`src/rtl/golden_add.sv`:
```
`default_nettype none
// ------------------------------------------------------------------
// golden_add
// Reference adder: {cout_o, s_o} = a_i + b_i + cin_i, full width.
// Revision: 1.0
// ------------------------------------------------------------------
module golden_add #(
  parameter int WIDTH = 4
) (
  input  wire logic [WIDTH-1:0] a_i,
  input  wire logic [WIDTH-1:0] b_i,
  input  wire logic             cin_i,
  output logic      [WIDTH-1:0] s_o,
  output logic                  cout_o
);

  // Operands widened by one bit so the carry is never truncated
  assign {cout_o, s_o} = {1'b0, a_i} + {1'b0, b_i} + {{WIDTH{1'b0}}, cin_i};

endmodule
`default_nettype wire

```
`config.mk`:
```
export PLATFORM = sky130hd
export DESIGN_NAME = golden_add
export DESIGN_NICKNAME = d
export VERILOG_FILES = /design/src/rtl/golden_add.sv
export SDC_FILE = /design/constraint.sdc
export NUM_CORES = 1
export LEC_CHECK = 0
export ABC_AREA = 1
export CORE_AREA = 2 2 39 41
export DETAILED_ROUTE_END_ITERATION = 12
export DIE_AREA = 0 0 41 43
export GPL_TIMING_DRIVEN = 0
export PLACE_DENSITY = 0.47
export SYNTH_ARGS = -nofsm -noshare
export SYNTH_HDL_FRONTEND = slang
export SYNTH_SLANG_ARGS = --single-unit
export TNS_END_PERCENT = 10
```
`constraint.sdc`:
```
create_clock -name vclk -period 1.3
set_input_delay 0.195 -clock vclk [all_inputs]
set_output_delay 0.195 -clock vclk [all_outputs]
set_load 0.005 [all_outputs]
```
# ---- After elaboration in Yosys (flattened, before gate mapping)
# Index checks and enable logic that the tools add are counted.
dict set report classes {
  n_addsub 2
}
# operator n
set op_table {}
lappend op_table {{$add 4x4->5} 1}
lappend op_table {{$add 5x1->5} 1}
dict set report word_totals {
  regBits 0
  in_bits 9
  word_cells 2
}

# ---- Longest topological paths before layout
dict set report depth {
  depth_word 2
  mapped_depth 5
}

# ---- Worst setup path after synthesis
# Ideal clock, no wire load.
dict set report synth_timing {
  path_type {input-to-output}
  startpoint {input a_i[0]}
  endpoint {output s_o[1]}
  arrival_time_ns 1.173
  required_time_ns 1.105
  setup_slack_ns -0.068
  cell_stages 4
  n_path_buf 0
  path_cell_list {fa_1 > inv_1 > fa_1 > inv_1}
}
dict set report synth_between {
  elab_chain_len 2
}
# element line
set synth_lines {}
lappend synth_lines {{from (decl)} 10} ;# input wire logic [WIDTH-1:0] a_i,
lappend synth_lines {{$add 4x4->5} 18} ;# assign {cout_o, s_o} = {1'b0, a_i} + {1'b0, b_i} + {{WIDTH{1'b0}}, cin_i};
lappend synth_lines {{$add 5x1->5} 18}
lappend synth_lines {{to (decl)} 13} ;# output logic [WIDTH-1:0] s_o,
# No other way between the ends.

# ---- Final worst setup path
# Ends and elaborated chain as after synthesis.

==> results.yml <==
outcome:
  run_status: "finished, violations left"
  violations: "negative setup slack"
floorplan:
  floorplan.die_area_sq_mm: 0.00176
  die_outline_height_um: 43
  die_w_um: 41
  design.portCount: 14
  rows: 14
  core_area_sq_mm: 0.00138
  initial_utilization_pct: 11.9
synth:
  synth_top_area_share_pct: 24.2
  mappedNetlistArea_sq_um: 165
  synth_seq_area_share_pct: 0
  post_synth.cell_area_avg_sq_um: 6.61
  synth_fp_nets: 39
  synth_commonest_cells: "sky130_fd_sc_hd__inv_1 (7), sky130_fd_sc_hd__nand2_1 (5), sky130_fd_sc_hd__ha_1 (3), sky130_fd_sc_hd__nand3_1 (3)"
  yosys.cell_count.top_type: "sky130_fd_sc_hd__inv_1"
  largest_family_of_logic_cells_by_synthesized_area: "adder cells"
  synthMuxAreaShare_pct: 0
  simple_gate_share_of_the_synthesized_area_pct: 22.7
  synth_top_cell_by_area: "sky130_fd_sc_hd__fa_1"
  post_synth_num_cell_types: 9
  fraction_of_the_mapped_netlist_area_in_compound_gates_pct: 9.09
  post_synth_inst_count: 25
  yosysWarningCount: 0
  netlist_top_cells_area: "sky130_fd_sc_hd__fa_1 (24%), sky130_fd_sc_hd__ha_1 (23%), sky130_fd_sc_hd__inv_1 (16%), sky130_fd_sc_hd__nand2_1 (11%), sky130_fd_sc_hd__nand3_1 (9.1%)"
  synthXorXnorAreaFrac_pct: 5.30
  synth-adder-area-share_pct: 47.0
route:
  drt_iter0_markers: 1
  drt-total-wl_um: 455
  remaining_drc_errors: 0
  detail_route.wl_per_cell_um: 8.13
  detailedRoute.firstPassIterationCount: 2
  antenna_violating_nets_post_route: 0
  count_of_vias_placed_by_the_detailed_router: 198
  viasPerCell: 3.54
pwr:
  total_power_uw: 142
  clock_share_of_power_pct: 0
  power_per_standard_cell_area_mw_per_mm2: 420
  power_switching_uw: 59.9
  seqPwrFrac_pct: 0
  worst_ir_drop_vdd_mv: 0.136
  switching_share_pct: 42.3
  p_leak_uw: 0.000173
  comb_power_share_pct: 100.0
  internal_power_uw: 81.8
worst_setup_path:
  critPathCaptureType: "output pin"
  critPathSlowestCell: "sky130_fd_sc_hd__fa_2"
  start_kind: "input pin"
  worst-endpoint-arrival_ps: 1300
  worst_setup_path_start: "a_i[0]"
  worst-setup-path-type: "input pin to output pin"
  critical_path_peak_fanout: 2
  max_stage_delay_ps: 420
  critical_path_cell_sequence: "buf_6 -> fa_2 -> inv_2 -> fa_2 -> inv_2 -> buf_6"
  timing.critical_path.required_ps: 1110
global_route:
  grt_usage_pct: 5.70
  congestion_overflow_gr: 0
  gr-usage-met3_pct: 1.05
  use_met1_pct: 8.25
  grt_use_met2_pct: 9.06
  grt_first_pass_wirelength_um: 731
  globalRoute.busiestLayer: "met2"
  grt_start_max_net_pins: 6
  first_global_vias: 178
  antenna_found_initial: 0
hold_path:
  hold_path.class: "input pin to output pin"
  holdCritStartpoint: "cin_i"
  holdPathStages: 3
  hold-path-endpoint: "s_o[0]"
timing:
  timing.final.setup_violations: 4
  grt_setup_unrepaired: "yes"
  worstMarginPinSlew_ps: 143
  post-route-period-util_pct: 115
  max_slew_margin_pct: 90.5
  shortest_clock_period_the_worst_path_allows_after_layout_ps: 1490
  final_max_slew_viol_count: 0
  finalHoldViolCount: 0
  fin_worst_hold_slack_ps: 855
  setup_ws_ps: -195
  achievable-frequency_mhz: 669
layout:
  nNetsFinal: 56
  design_area_sq_um: 338
  design.seq.count: 0
  regArea_sq_um: 0
  post_route_cells_drive_above_1_share_pct: 35.0
  antenna_diode_count: 0
  area_growth_pct: 105
  clock_buffer_count: 0
flow_run:
  max_cap_violations: 0
placed_design:
  dpl-instance-area_sq_um: 328
  gp_congestion: 0.673
  placement_stage_worst_setup_slack_ps: -973
  io_buffers: 14
clock_tree:
  cts-hold-fix-buffers: 0
-- power by group through the flow --
stage	sequential, uW	clock (uW)	combinational, uW
2_1_floorplan	0	0	60.6
3_3_place_gp	0	0	146
3_5_place_dp	0	0	148
4_1_cts	0	0	134
5_1_grt	0	0	164
6_report	0	0	142
-- layer usage --
layer | wire length (um) | part of all wire [%]
met4 | 0 | 0
met1 | 211 | 46
met3 | 48 | 11
met2 | 194 | 43
met5 | 0 | 0
-- area by class of cell --
class	instances	area, sq um
inverters	7	26.3
fillers	157	1050
repair buffers	15	123
multi-input cells	18	169
well taps	16	20.0
-- worst max-delay path by stage --
stage                         to  slack (ps)
final                     s_o[1]        -190
after detailed placement  cout_o        -970
after CTS                 s_o[1]        -200
after floorplan           s_o[1]         0.7
after global placement    cout_o        -980
after global routing      s_o[1]        -230
-- what timing repair did --
item / CTS / global route
resized for setup: 38 / 4
pin swaps: 5 / 2
setup endpoints to repair: 5 / 4
buffers inserted: 1 / 0
-- cell usage in the layout (no fill, tap or decap) --
cell	n
sky130_fd_sc_hd__buf_2	3
sky130_fd_sc_hd__ha_4	2
sky130_fd_sc_hd__inv_2	2
sky130_fd_sc_hd__o21ai_1	1
sky130_fd_sc_hd__a21oi_1	2
sky130_fd_sc_hd__fa_2	2
sky130_fd_sc_hd__nor2_1	1
sky130_fd_sc_hd__ha_1	1
sky130_fd_sc_hd__dlygate4sd2_1	7
sky130_fd_sc_hd__clkbuf_2	1
sky130_fd_sc_hd__buf_4	1
sky130_fd_sc_hd__xnor2_1	1
sky130_fd_sc_hd__buf_6	3
sky130_fd_sc_hd__nand2_1	5
sky130_fd_sc_hd__nand3_1	3
sky130_fd_sc_hd__inv_1	5
-- cell families after synthesis --
group                      after synthesis
AOI/OAI and AO/OA                        3
xor gates and xnor gates                 1
adders and majority gates                5
buffers and inverters                    7
and+or+nand+nor                          9
-- worst max-delay path: cells and delay by family --
| kind | cells | cell delay, ps |
|---|---|---|
| adders and majority gates | 2 | 800 |
| buffers and inverters | 4 | 290 |
-- stage by stage --
step,setup TNS [ps],cells,util [%]
detailed placement,-4140,55,23.7
global route,-529,56,24.4
floorplan,0,25,-
finish,-308,56,24.4
CTS,-534,56,23.9
global placement,-4180,55,23.7
Power figures use the tool's default switching activity.
